===== src/rtl/fifo_pkg.sv =====
// Shared FIFO constants and sizing helpers, also used by the operand loaders.
package fifo_pkg;

   localparam int DEF_DATA_WIDTH = 8;
   localparam int DEF_DEPTH      = 16;
   localparam int DEF_NUM_CH     = 4;

   // Level counter must represent 0..DEPTH inclusive.
   function automatic int cnt_width(input int depth);
      return $clog2(depth + 1);
   endfunction

endpackage


===== src/rtl/fifo_channel.sv =====
// One first-word-fall-through channel: storage, wrap-by-compare pointers, level and flags.
module fifo_channel
   import fifo_pkg::*;
#(
   parameter  int DATA_WIDTH = DEF_DATA_WIDTH,
   parameter  int DEPTH      = DEF_DEPTH,
   parameter  int AF_MARGIN  = 2,
   parameter  int AE_MARGIN  = 2,
   localparam int CNT_W      = cnt_width(DEPTH)
) (
   input  logic                  clk,
   input  logic                  rst_n,
   input  logic                  flush,
   input  logic                  in_valid,
   output logic                  in_ready,
   input  logic [DATA_WIDTH-1:0] in_data,
   output logic                  out_valid,
   input  logic                  out_ready,
   output logic [DATA_WIDTH-1:0] out_data,
   output logic [CNT_W-1:0]      level,
   output logic                  almost_full,
   output logic                  almost_empty
);

   localparam int PTR_W = $clog2(DEPTH);
   localparam logic [CNT_W-1:0] FULL_LVL = CNT_W'(DEPTH);
   localparam logic [CNT_W-1:0] AF_LVL   = CNT_W'(DEPTH - AF_MARGIN);
   localparam logic [CNT_W-1:0] AE_LVL   = CNT_W'(AE_MARGIN);
   localparam logic [PTR_W-1:0] LAST_PTR = PTR_W'(DEPTH - 1);

   if (DEPTH < 2 || AF_MARGIN >= DEPTH || AE_MARGIN >= DEPTH) begin : g_bad_param
      $error("fifo_channel: illegal DEPTH/AF_MARGIN/AE_MARGIN combination");
   end

   logic [DATA_WIDTH-1:0] mem [DEPTH];
   logic [PTR_W-1:0]      wr_ptr, rd_ptr;
   logic                  push, pop;

   // Explicit wrap so non-power-of-2 depths work.
   function automatic logic [PTR_W-1:0] ptr_inc(input logic [PTR_W-1:0] p);
      return (p == LAST_PTR) ? '0 : p + 1'b1;
   endfunction

   // Handshake decode depends on registered level only: no in->out comb paths.
   assign in_ready     = (level != FULL_LVL);
   assign out_valid    = (level != '0);
   assign almost_full  = (level >= AF_LVL);
   assign almost_empty = (level <= AE_LVL);
   assign out_data     = out_valid ? mem[rd_ptr] : '0;

   assign push = in_valid & in_ready;
   assign pop  = out_valid & out_ready;

   always_ff @(posedge clk or negedge rst_n) begin
      if (!rst_n) begin
         wr_ptr <= '0;
         rd_ptr <= '0;
         level  <= '0;
      end else if (flush) begin
         wr_ptr <= '0;
         rd_ptr <= '0;
         level  <= '0;
      end else begin
         if (push) wr_ptr <= ptr_inc(wr_ptr);
         if (pop)  rd_ptr <= ptr_inc(rd_ptr);
         case ({push, pop})
            2'b10:   level <= level + 1'b1;
            2'b01:   level <= level - 1'b1;
            default: level <= level;
         endcase
      end
   end

   // Storage is intentionally not reset; level gates visibility.
   always_ff @(posedge clk) begin
      if (push && !flush) mem[wr_ptr] <= in_data;
   end

endmodule


===== src/rtl/fifo_bank_fwft.sv =====
// Bank of NUM_CH independent FWFT FIFOs, one per systolic array edge row/column.
module fifo_bank_fwft
   import fifo_pkg::*;
#(
   parameter  int DATA_WIDTH = DEF_DATA_WIDTH,
   parameter  int DEPTH      = DEF_DEPTH,
   parameter  int NUM_CH     = DEF_NUM_CH,
   parameter  int AF_MARGIN  = 2,
   parameter  int AE_MARGIN  = 2,
   localparam int CNT_W      = cnt_width(DEPTH)
) (
   input  logic                         clk,
   input  logic                         rst_n,
   input  logic [NUM_CH-1:0]            flush,
   input  logic [NUM_CH-1:0]            in_valid,
   output logic [NUM_CH-1:0]            in_ready,
   input  logic [NUM_CH*DATA_WIDTH-1:0] in_data,
   output logic [NUM_CH-1:0]            out_valid,
   input  logic [NUM_CH-1:0]            out_ready,
   output logic [NUM_CH*DATA_WIDTH-1:0] out_data,
   output logic [NUM_CH*CNT_W-1:0]      level,
   output logic [NUM_CH-1:0]            almost_full,
   output logic [NUM_CH-1:0]            almost_empty
);

   logic [NUM_CH-1:0][DATA_WIDTH-1:0] in_data_a, out_data_a;
   logic [NUM_CH-1:0][CNT_W-1:0]      level_a;

   // Packed 2-D views share bit order with the flat buses: channel i at [i*W +: W].
   assign in_data_a = in_data;
   assign out_data  = out_data_a;
   assign level     = level_a;

   for (genvar i = 0; i < NUM_CH; i++) begin : g_ch
      fifo_channel #(
         .DATA_WIDTH (DATA_WIDTH),
         .DEPTH      (DEPTH),
         .AF_MARGIN  (AF_MARGIN),
         .AE_MARGIN  (AE_MARGIN)
      ) u_ch (
         .clk          (clk),
         .rst_n        (rst_n),
         .flush        (flush[i]),
         .in_valid     (in_valid[i]),
         .in_ready     (in_ready[i]),
         .in_data      (in_data_a[i]),
         .out_valid    (out_valid[i]),
         .out_ready    (out_ready[i]),
         .out_data     (out_data_a[i]),
         .level        (level_a[i]),
         .almost_full  (almost_full[i]),
         .almost_empty (almost_empty[i])
      );
   end

endmodule


===== config.mk =====
export PLATFORM = sky130hd
export DESIGN_NAME = fifo_bank_fwft
export DESIGN_NICKNAME = d
export VERILOG_FILES = /design/src/rtl/fifo_pkg.sv /design/src/rtl/fifo_channel.sv /design/src/rtl/fifo_bank_fwft.sv
export SDC_FILE = /design/constraint.sdc
export NUM_CORES = 1
export LEC_CHECK = 0
export CAP_MARGIN = 25
export CORE_MARGIN = 2
export CORE_UTILIZATION = 40
export DETAILED_ROUTE_END_ITERATION = 8
export DONT_BUFFER_PORTS = 1
export PLACE_DENSITY = 0.5
export SETUP_SLACK_MARGIN = 0.02
export SLEW_MARGIN = 20
export SYNTH_ARGS = -nofsm -noshare
export SYNTH_HDL_FRONTEND = slang
export SYNTH_SLANG_ARGS = --single-unit

===== constraint.sdc =====
create_clock -name clk -period 6.1 [get_ports clk]
set_input_delay 0.61 -clock clk [delete_from_list [all_inputs] [get_ports clk]]
set_output_delay 0.61 -clock clk [all_outputs]
set_load 0.05 [all_outputs]

==> impl_metrics.env, run 1 <==
export IMPL_hold_viol=0
export IMPL_ctsResizeCount=0
export IMPL_drc_errors=0
export IMPL_dr_pass1_iters=5
export IMPL_grt_overflow_total=0
export IMPL_initial_core_util_pct=40.6
export IMPL_fin_tns_setup_ps=0
export IMPL_grt_start_max_net_pins=53
export IMPL_rows=88
export IMPL_num_fill_cells=5002
export IMPL_syn_area_sq_mm=0.0235
export IMPL_die_y_um=246
export IMPL_grt_usage_pct=16.7
export IMPL_clock_fmax_mhz=249
export IMPL_required_ps=6570
export IMPL_finalCriticalPeriod_ps=4020
export IMPL_ys_ff_latch=564
export IMPL_dp_cells=2001
export IMPL_netlist_instances=1297
export IMPL_status="finished, final reports clean"
export IMPL_synth_top_area_share_pct=65.5
export IMPL_hold_buffers=2
export IMPL_rsz0062_at_grt="no"
export IMPL_synth_distinct_cells=54
export IMPL_final_core_util_pct=45.2
export IMPL_syn2layout_area_growth_pct=11.3
export IMPL_critPathCaptureType="register"
export IMPL_clk_path_buf_depth=3
export IMPL_tightest_slew_ps=1090
export IMPL_cts_buffers=59
export IMPL_critPathKind="reg2reg"
export IMPL_min_path_cells=1
export IMPL_hpwl_mm=31.9
export IMPL_ant_nets=0
export IMPL_grt_pass1_wl_mm=75.5
export IMPL_finalNonFillerCells=2110
export IMPL_clkSlewWorstSetupHoldPaths_ps=60
export IMPL_cts_sinks=564
export IMPL_die_x_um=246
export IMPL_slew_headroom_pct=27.3
export IMPL_synth_area_leaders="edfxtp_1 (66%), mux4_2 (15%), dfrtp_1 (5.5%)"
export IMPL_grt_pass1_vias=11700
export IMPL_critPathLaunchType="register"
export IMPL_synth_avg_cell_area_sq_um=18.1
export IMPL_maxSlewViolCount=0
export IMPL_cts_setup_buffers=0
export IMPL_cp_data_arrival_time_ps=4490
export IMPL_worstPathMaxFanout=14
export IMPL_htreeDepth=2
export IMPL_tritoncts="done"
export IMPL_leakage_nw=8.22
export IMPL_fp_dieArea_sq_mm=0.0606
export IMPL_viasPerCell=5.43
export IMPL_setup_viol=0
export IMPL_p_total_w=0.0111
export IMPL_ios=114
export IMPL_layout_nets=1374
export IMPL_drtIter0Drc=669
export IMPL_seq_area_frac_synth_pct=71.1
export IMPL_ir_worst_vdd_v=0.000329
export IMPL_powerDensity_mw_per_mm2=424
export IMPL_post_drt_wl_per_cell_um=23.7
export IMPL_ys_async_sr_fraction_pct=9.22
export IMPL_synth_warnings=0
export IMPL_skew_ps=19.8
export IMPL_reg2reg_depth=9
export IMPL_hp_class="in2reg"
export IMPL_syn_nets=1371
export IMPL_synth_top_area_cell="edfxtp_1"
export IMPL_synth_edf_count=512
export IMPL_timing_max_cap_violations=0
export IMPL_wl_mm=49.9
export IMPL_core_sq_mm=0.0578
export IMPL_antenna_found_initial=0
export IMPL_synthFlopType="edfxtp_1"
export IMPL_period_share_pct=65.9
export IMPL_cts_root_buffer="clkbuf_16"
export IMPL_clk_latency_ps=600
export IMPL_drive_gt1_share_pct=21.9
export IMPL_route_vias_total=11500
export IMPL_portBuffers=0
export IMPL_place_gp_congestion=0.779
export IMPL_antennaDiodeCount=0
final timing paths:
check / startpoint / end / slack, ps
worst max-delay path: g_ch[1].u_ch.level[2]$_DFFE_PN0P_ / g_ch[1].u_ch.level[4]$_DFFE_PN0P_ / 2080
max in group asynchronous: rst_n / g_ch[0].u_ch.rd_ptr[0]$_DFFE_PN0P_ / 5250
worst min register to register: g_ch[0].u_ch.wr_ptr[1]$_DFFE_PN0P_ / g_ch[0].u_ch.wr_ptr[1]$_DFFE_PN0P_ / 590
worst max register to register: g_ch[1].u_ch.level[2]$_DFFE_PN0P_ / g_ch[1].u_ch.level[4]$_DFFE_PN0P_ / 2080
min in group asynchronous: rst_n / g_ch[1].u_ch.rd_ptr[3]$_DFFE_PN0P_ / 550
worst min-delay path: flush[1] / g_ch[1].u_ch.rd_ptr[3]$_DFFE_PN0P_ / 60
metal layers:
layer | global-route usage [%] | vias up | routed length (um)
met5 | 0 | - | 0
met4 | 5.08 | 0 | 1150
met3 | 3.17 | 70 | 2200
met2 | 27.0 | 226 | 24200
met1 | 23.2 | 5976 | 22400
li1 | - | 5179 | -
synthesized netlist by cell type (all sizes together), types with 5 or more instances:
library cell	number
nand2b	11
or4	7
edfxtp	512
nor4	8
mux2i	13
xnor2	9
a211oi	21
xor2	16
mux4	152
nor3	20
ha	28
nand2	69
inv	19
nand3	26
a311oi	6
buf	38
and2	26
dfrtp	52
a2111oi	6
or3	5
a21o	5
a31oi	6
clkbuf	50
nor2	100
o21ai	19
nor2b	9
a21oi	39
power by group:
group | switching (W) | leakage [nW] | internal [W] | total (W)
combinational | 0.00190 | 2.03 | 0.00102 | 0.00292
clock | 0.00144 | 0.879 | 0.00189 | 0.00332
sequential | 0.000486 | 5.31 | 0.00434 | 0.00482
total | 0.00382 | 8.22 | 0.00725 | 0.0111
sequential cells by signal, summed over array words and instances, names as in the netlist:
register and count:
g_ch.u_ch.level 20, g_ch.u_ch.wr_ptr 16, g_ch.u_ch.rd_ptr 16, g_ch.u_ch.mem 512
cells by family after synthesis:
group | count (synthesis) | synth area share, %
AO/OA/AOI/OAI | 124 | 3.60
XOR/XNOR | 25 | 0.934
adder cells (fa/ha/maj) | 28 | 1.49
AND/OR/NAND/NOR | 283 | 5.66
multiplexers | 165 | 15.1
flip-flops | 564 | 71.1
buffers and inverters | 108 | 2.07
per-stage QoR:
step	instance area [sq um]	hold WS (ps)	setup slack, ps
finish	26100	63.7	2080
floorplan	23500	314	2800
CTS	26100	14.4	1970
global route	26100	26.7	1810
detailed placement	24300	317	2120
global placement	24300	317	2280
final cells by class:
| class | count | area [sq um] | area share (%) |
|---|---|---|---|
| flip-flops and latches | 564 | 16700 | 63.9 |
| multi-input cells | 625 | 6370 | 24.4 |
| clock buffers | 69 | 1560 | 5.96 |
| well taps | 765 | 957 | 3.67 |
| repair buffers | 30 | 251 | 0.963 |
| clock inverters | 37 | 223 | 0.853 |
| inverters | 20 | 75.1 | 0.287 |
cells in the final DEF (no fill, tap or decap), types with 6 or more instances in the layout:
| master | Yosys | final |
|---|---|---|
| xnor2_1 | 9 | 9 |
| clkinv_2 | 0 | 15 |
| a311oi_1 | 6 | 6 |
| nand3_1 | 26 | 26 |
| a21oi_1 | 39 | 39 |
| o21ai_0 | 14 | 14 |
| nor2_1 | 98 | 98 |
| a211oi_1 | 20 | 12 |
| buf_4 | 16 | 27 |
| a31oi_1 | 6 | 6 |
| nand2_1 | 69 | 69 |
| and2_1 | 26 | 26 |
| nor3_1 | 20 | 18 |
| xor2_1 | 16 | 16 |
| nor4_1 | 7 | 7 |
| clkbuf_1 | 50 | 8 |
| dfrtp_1 | 52 | 48 |
| mux4_2 | 152 | 152 |
| clkbuf_16 | 0 | 61 |
| clkinv_1 | 1 | 18 |
| nand2b_1 | 11 | 11 |
| or4_1 | 6 | 6 |
| edfxtp_1 | 512 | 512 |
| nor2b_1 | 9 | 9 |
| mux2i_1 | 13 | 13 |
| ha_1 | 28 | 28 |
| inv_1 | 16 | 16 |
| a211oi_2 | 1 | 9 |
worst max-delay path: stages, from the launching register on:
cell and delay (ps):
dfrtp_1 750, nor4_1 630, nand2_1 730, nand2_1 380
a21oi_1 110, xor2_1 160, ha_1 260, o31a_1 270
a2111oi_0 450, o41ai_1 130
No activity file was read; power rests on OpenSTA's default activity.
==> run 2: changes to the inputs <==
- clock period: 6.1 -> 4 ns (I/O delays scaled with it)
==> impl_metrics.env, run 2 (same netlist as run 1, synthesis figures left out) <==
export IMPL_grt_use_met3_pct=3.08
export IMPL_wl_mm=51.6
export IMPL_regMostFlops="g_ch.u_ch.mem"
export IMPL_slew_headroom_pct=33.7
export IMPL_met1_usage_pct=24.9
export IMPL_largest_register_ffs=512
export IMPL_die_x_um=246
export IMPL_cts_buffers=60
export IMPL_cp_cell_sequence="or4_1, nand2b_1, a21oi_1, xor2_1, ha_1, or3_1, a21oi_1, nand3_1, mux2i_1, o21ai_0, a21oi_1, dlygate4sd3_1"
export IMPL_hpwl_mm=32.0
export IMPL_skew_ps=9.39
export IMPL_layout_common_cells="edfxtp_1 (512), mux4_2 (152), nor2_1 (98), nand2_1 (69), buf_4 (69)"
export IMPL_grt_overflow_total=0
export IMPL_antenna_found_initial=2
export IMPL_layout_nets=1465
export IMPL_timing_max_cap_violations=0
export IMPL_critPathLaunchType="register"
export IMPL_initial_core_util_pct=40.6
export IMPL_htreeDepth=2
export IMPL_ant_nets=0
export IMPL_drc_errors=0
export IMPL_drtIter0Drc=729
export IMPL_viasPerCell=5.40
export IMPL_powerDensity_mw_per_mm2=648
export IMPL_regToRegSetupSlack_ps=300
export IMPL_clk_path_buf_depth=3
export IMPL_tritoncts="done"
export IMPL_dr_pass1_iters=7
export IMPL_rows=88
export IMPL_fin_tns_setup_ps=0
export IMPL_seqPwrFrac_pct=40.6
export IMPL_internal_power_w=0.0115
export IMPL_place_gp_congestion=0.814
export IMPL_clock_fmax_mhz=271
export IMPL_hp_class="in2reg"
export IMPL_critPathSlowestCell="or4_1"
export IMPL_route_vias_total=11900
export IMPL_ios=114
export IMPL_tightest_slew_ps=991
export IMPL_worstPathMaxFanout=11
export IMPL_finalNonFillerCells=2198
export IMPL_core_sq_mm=0.0578
export IMPL_status="finished, final reports clean"
export IMPL_cp_data_arrival_time_ps=4240
export IMPL_grt_util_met2_pct=27.6
export IMPL_clkSlewWorstSetupHoldPaths_ps=60
export IMPL_setup_viol=0
export IMPL_reg_top3="g_ch.u_ch.mem (512), g_ch.u_ch.level (20)"
export IMPL_portBuffers=0
export IMPL_cts_setup_buffers=0
export IMPL_maxSlewViolCount=0
export IMPL_critPathKind="reg2reg"
export IMPL_rsz0062_at_grt="no"
export IMPL_holdWs_ps=40.9
export IMPL_grt_usage_pct=17.3
export IMPL_dp_cells=2047
export IMPL_finalCriticalPeriod_ps=3700
export IMPL_drive_gt1_share_pct=23.7
export IMPL_p_sw_w=0.00596
export IMPL_post_drt_wl_per_cell_um=23.5
export IMPL_final_common_cell="edfxtp_1"
export IMPL_ir_worst_vdd_v=0.000691
export IMPL_grt_pass1_vias=12200
export IMPL_hold_viol=0
export IMPL_cts_root_buffer="clkbuf_16"
export IMPL_sw_frac_of_total_pct=34.0
export IMPL_antennaDiodeCount=0
export IMPL_critPathCaptureType="register"
export IMPL_syn2layout_area_growth_pct=15.2
export IMPL_cts_sinks=564
export IMPL_timing_critical_path_mode_cell="a21oi_1"
export IMPL_grt_busiest_layer="met2"
export IMPL_clk_latency_ps=600
export IMPL_required_ps=4540
export IMPL_pwr_share_clk_pct=30.6
export IMPL_fp_dieArea_sq_mm=0.0606
export IMPL_p_total_w=0.0175
export IMPL_slowest_delay_ps=730
export IMPL_leakage_nw=8.69
export IMPL_p_comb_share_pct=28.9
export IMPL_die_y_um=246
export IMPL_period_share_pct=92.4
export IMPL_grt_pass1_wl_mm=77.8
export IMPL_grt_start_max_net_pins=53
-- run 2: cell count changes in the layout (fill, tap and decap cells not counted), sizes merged --
cell / previous run / this run
buf: 29 / 74
clkinv: 34 / 25
bufinv: 2 / 6
clkinvlp: 2 / 3
dlygate4sd3: 1 / 46
clkbuf: 69 / 71
-- run 2: routing by layer --
layer	vias up	wire, um	share of wire, %
met2	238	25000	48
li1	5344	-	-
met3	69	2210	4.3
met4	4	876	1.7
met5	-	24	0.046
met1	6225	23500	46
-- run 2: stage by stage --
step / util, % / setup slack (ps) / cell area (sq um)
floorplan: - / 757 / 23500
global route: 46.7 / 72.3 / 27000
CTS: 46.7 / 342 / 27000
detailed placement: 42.7 / 839 / 24700
global placement: 42.7 / 879 / 24700
finish: 46.7 / 304 / 27000
-- run 2: worst paths after layout --
path                                                 endpoint  cells past startpoint                               start
max in group asynchronous  g_ch[0].u_ch.rd_ptr[0]$_DFFE_PN0P_                      2                               rst_n
hold / removal             g_ch[2].u_ch.rd_ptr[2]$_DFFE_PN0P_                      3                        out_ready[2]
min in group asynchronous   g_ch[3].u_ch.level[3]$_DFFE_PN0P_                      2                               rst_n
setup reg to reg            g_ch[3].u_ch.level[4]$_DFFE_PN0P_                     12   g_ch[3].u_ch.level[1]$_DFFE_PN0P_
setup / recovery            g_ch[3].u_ch.level[4]$_DFFE_PN0P_                     12   g_ch[3].u_ch.level[1]$_DFFE_PN0P_
hold reg to reg            g_ch[1].u_ch.wr_ptr[1]$_DFFE_PN0P_                      2  g_ch[1].u_ch.wr_ptr[1]$_DFFE_PN0P_
-- run 2: timing repair --
item / in CTS / in global routing
hold buffers: 47 / 0
endpoints found under the hold margin: 616 / 0
setup endpoints to repair: 0 / 0
resized for setup: 0 / 0
-- run 2: critical path, delay by kind of cell (launching register included) --
kind	cells	cell delay [ps]
AND/OR/NAND/NOR	4	1280
XOR/XNOR	1	160
multiplexers	1	130
AO/OA/AOI/OAI	4	570
buffers and inverters	1	570
flip-flops	1	670
adder cells (fa/ha/maj)	1	250
-- run 2: layout make-up --
cell class                      count  area, sq um
Clock buffer                       71         1560
Sequential cell                   564        16700
Tap cell                          765          957
Fill cell                        4934        30800
Multi-Input combinational cell    625         6360
Timing Repair Buffer              120         1080
Clock inverter                     33          309
Inverter                           20         75.1
-- run 2: power by group through the flow --
stage                     combinational, W  clock [W]  sequential, W
after floorplan                    0.00398          0        0.00716
after global placement             0.00496          0        0.00723
after detailed placement           0.00497          0        0.00724
after CTS                          0.00513    0.00550        0.00711
after global routing               0.00541    0.00574        0.00715
final                              0.00506    0.00535        0.00710
==> run 3: changes to the inputs <==
- GPL_TIMING_DRIVEN: default -> 0
==> impl_metrics.env, run 3 (same netlist as run 1, synthesis figures left out) <==
export IMPL_drtIter0Drc=773
export IMPL_clk_latency_ps=620
export IMPL_r2r_start="g_ch[2].u_ch.level[2]$_DFFE_PN0P_"
export IMPL_drc_errors=0
export IMPL_clk_path_buf_depth=3
export IMPL_tritoncts="done"
export IMPL_antennaDiodeCount=0
export IMPL_cts_sinks=564
export IMPL_fin_tns_setup_ps=0
export IMPL_hold_viol=0
export IMPL_grt_pass1_wl_mm=79.3
export IMPL_tightest_slew_ps=1040
export IMPL_largest_register_ffs=512
export IMPL_layout_common_cells="edfxtp_1 (512), mux4_2 (152), nor2_1 (98), nand2_1 (69), clkbuf_16 (63)"
export IMPL_critPathCaptureType="output pin"
export IMPL_route_vias_total=12000
export IMPL_hpwl_mm=34.8
export IMPL_grt_pass1_vias=12500
export IMPL_status="finished, final reports clean"
export IMPL_layout_setup_ws_ps=180
export IMPL_slowest_delay_ps=860
export IMPL_finalCriticalPeriod_ps=3820
export IMPL_leakage_nw=8.70
export IMPL_dr_pass1_iters=5
export IMPL_min_to="g_ch[2].u_ch.level[2]$_DFFE_PN0P_"
export IMPL_slew_headroom_pct=30.3
export IMPL_cts_buffers=61
export IMPL_antenna_found_initial=0
export IMPL_holdWs_ps=76.6
export IMPL_rows=88
export IMPL_grt_use_met3_pct=3.13
export IMPL_final_common_cell="edfxtp_1"
export IMPL_place_gp_congestion=0.787
export IMPL_grt_usage_pct=17.8
export IMPL_path_delay_family="buffers and inverters"
export IMPL_hp_class="in2reg"
export IMPL_cts_root_buffer="clkbuf_16"
export IMPL_required_ps=3600
export IMPL_initial_core_util_pct=40.6
export IMPL_wl_mm=53.1
export IMPL_critPathLaunchType="register"
export IMPL_ant_nets=0
export IMPL_worstPathMaxFanout=10
export IMPL_dp_cells=2070
export IMPL_regToRegSetupSlack_ps=530
export IMPL_grt_busiest_layer="met2"
export IMPL_regMostFlops="g_ch.u_ch.mem"
export IMPL_grt_start_max_net_pins=53
export IMPL_finalNonFillerCells=2226
export IMPL_met1_usage_pct=24.4
export IMPL_viasPerCell=5.38
export IMPL_place_ws_ps=497
export IMPL_layout_nets=1482
export IMPL_setup_viol=0
export IMPL_critPathBufInv=3
export IMPL_fp_dieArea_sq_mm=0.0606
export IMPL_powerDensity_mw_per_mm2=658
export IMPL_timing_rr_end="g_ch[2].u_ch.level[4]$_DFFE_PN0P_"
export IMPL_skew_ps=11.3
export IMPL_rsz0062_at_grt="no"
export IMPL_grt_util_met2_pct=29.4
export IMPL_syn2layout_area_growth_pct=15.5
export IMPL_timing_max_cap_violations=0
export IMPL_ir_worst_vdd_v=0.000430
export IMPL_reg2reg_depth=11
export IMPL_core_sq_mm=0.0578
export IMPL_grt_overflow_total=0
export IMPL_cp_data_arrival_time_ps=3420
export IMPL_ios=114
export IMPL_reg_top3="g_ch.u_ch.mem (512), g_ch.u_ch.level (20)"
export IMPL_clock_fmax_mhz=262
export IMPL_drive_gt1_share_pct=22.4
export IMPL_cp_cell_sequence="clkbuf_1, buf_1, buf_2, mux2i_1, a211oi_2"
export IMPL_critPathKind="reg2out"
export IMPL_die_x_um=246
export IMPL_worstHoldStart="out_ready[2]"
export IMPL_die_y_um=246
export IMPL_cts_setup_buffers=0
export IMPL_portBuffers=0
export IMPL_clkSlewWorstSetupHoldPaths_ps=60
export IMPL_critPathSlowestCell="a211oi_2"
export IMPL_min_path_cells=3
export IMPL_maxSlewViolCount=0
export IMPL_period_share_pct=95.5
export IMPL_htreeDepth=2
export IMPL_post_drt_wl_per_cell_um=23.8
## run 3: cell types whose count changed in the layout (fill, tap and decap cells not counted), moves of 4 or more
cell           previous run  this run
buf_1                     0         6
dfrtp_1                  48        52
buf_4                    69        21
nor3_1                   20         4
clkbuf_2                  0         5
buf_2                     0        16
nor3_2                    0        16
clkbuf_1                 10        61
dlygate4sd3_1            46        38
clkbuf_8                  0         4
dfrtp_2                   4         0
## run 3: layout make-up
class / count / area (sq um)
Buffer: 88 / 417
Clock buffer: 83 / 1690
Clock inverter: 33 / 339
Fill cell: 4979 / 30700
Inverter: 20 / 75.1
Multi-Input combinational cell: 625 / 6430
Sequential cell: 564 / 16700
Tap cell: 765 / 957
Timing Repair Buffer: 48 / 490
## run 3: where the power goes
group / internal, W / leakage [nW] / switching, W
clock network: 0.00340 / 0.992 / 0.00227
logic: 0.00170 / 2.40 / 0.00334
registers: 0.00662 / 5.32 / 0.000495
total: 0.0117 / 8.70 / 0.00611
## run 3: tightest hold or removal path: cells and delay by family
kind / cells / cell delay [ps]
and+or+nand+nor: 1 / 50
xor gates and xnor gates: 1 / 130
AOI/OAI and AO/OA: 1 / 70
## run 3: per-stage QoR
| step | power (W) | area (sq um) | util (%) |
|---|---|---|---|
| 3_5_place_dp | 0.0122 | 24600 | 42.6 |
| 5_1_grt | 0.0186 | 27100 | 46.8 |
| 3_3_place_gp | 0.0121 | 24400 | 42.2 |
| 6_report | 0.0178 | 27100 | 46.8 |
| 2_1_floorplan | 0.0111 | 23500 | - |
| 4_1_cts | 0.0180 | 27100 | 46.8 |
## run 3: timing repair
action                                  in CTS  in global routing
resized for setup                            2                  9
endpoints found under the setup margin      16                  9
endpoints found under the hold margin      579                  0
gates cloned                                 0                  0
hold buffers                                39                  0
## run 3: worst max path at each step
stage | to | from | slack [ps] | cells after the start
finish | out_data[26] | g_ch[3].u_ch.rd_ptr[2]$_DFFE_PN0P_ | 180 | 5
global route | out_data[26] | g_ch[3].u_ch.rd_ptr[2]$_DFFE_PN0P_ | 20 | 5
CTS | out_data[13] | g_ch[1].u_ch.rd_ptr[1]$_DFFE_PN0P_ | 70 | 5
detailed placement | g_ch[1].u_ch.mem[4][7]$_DFFE_PP_ | g_ch[1].u_ch.level[2]$_DFFE_PN0P_ | 500 | 7
global placement | g_ch[1].u_ch.mem[0][2]$_DFFE_PP_ | g_ch[1].u_ch.level[2]$_DFFE_PN0P_ | 100 | 7
floorplan | g_ch[2].u_ch.level[4]$_DFFE_PN0P_ | g_ch[2].u_ch.level[2]$_DFFE_PN0P_ | 760 | 11
## run 3: metal layers
metal / part of all wire [%] / up-vias / routed length (um)
li1: - / 5401 / -
met1: 44 / 6247 / 23400
met2: 49 / 251 / 26300
met3: 4.6 / 72 / 2430
met4: 1.9 / 0 / 1020
met5: 0 / - / 0
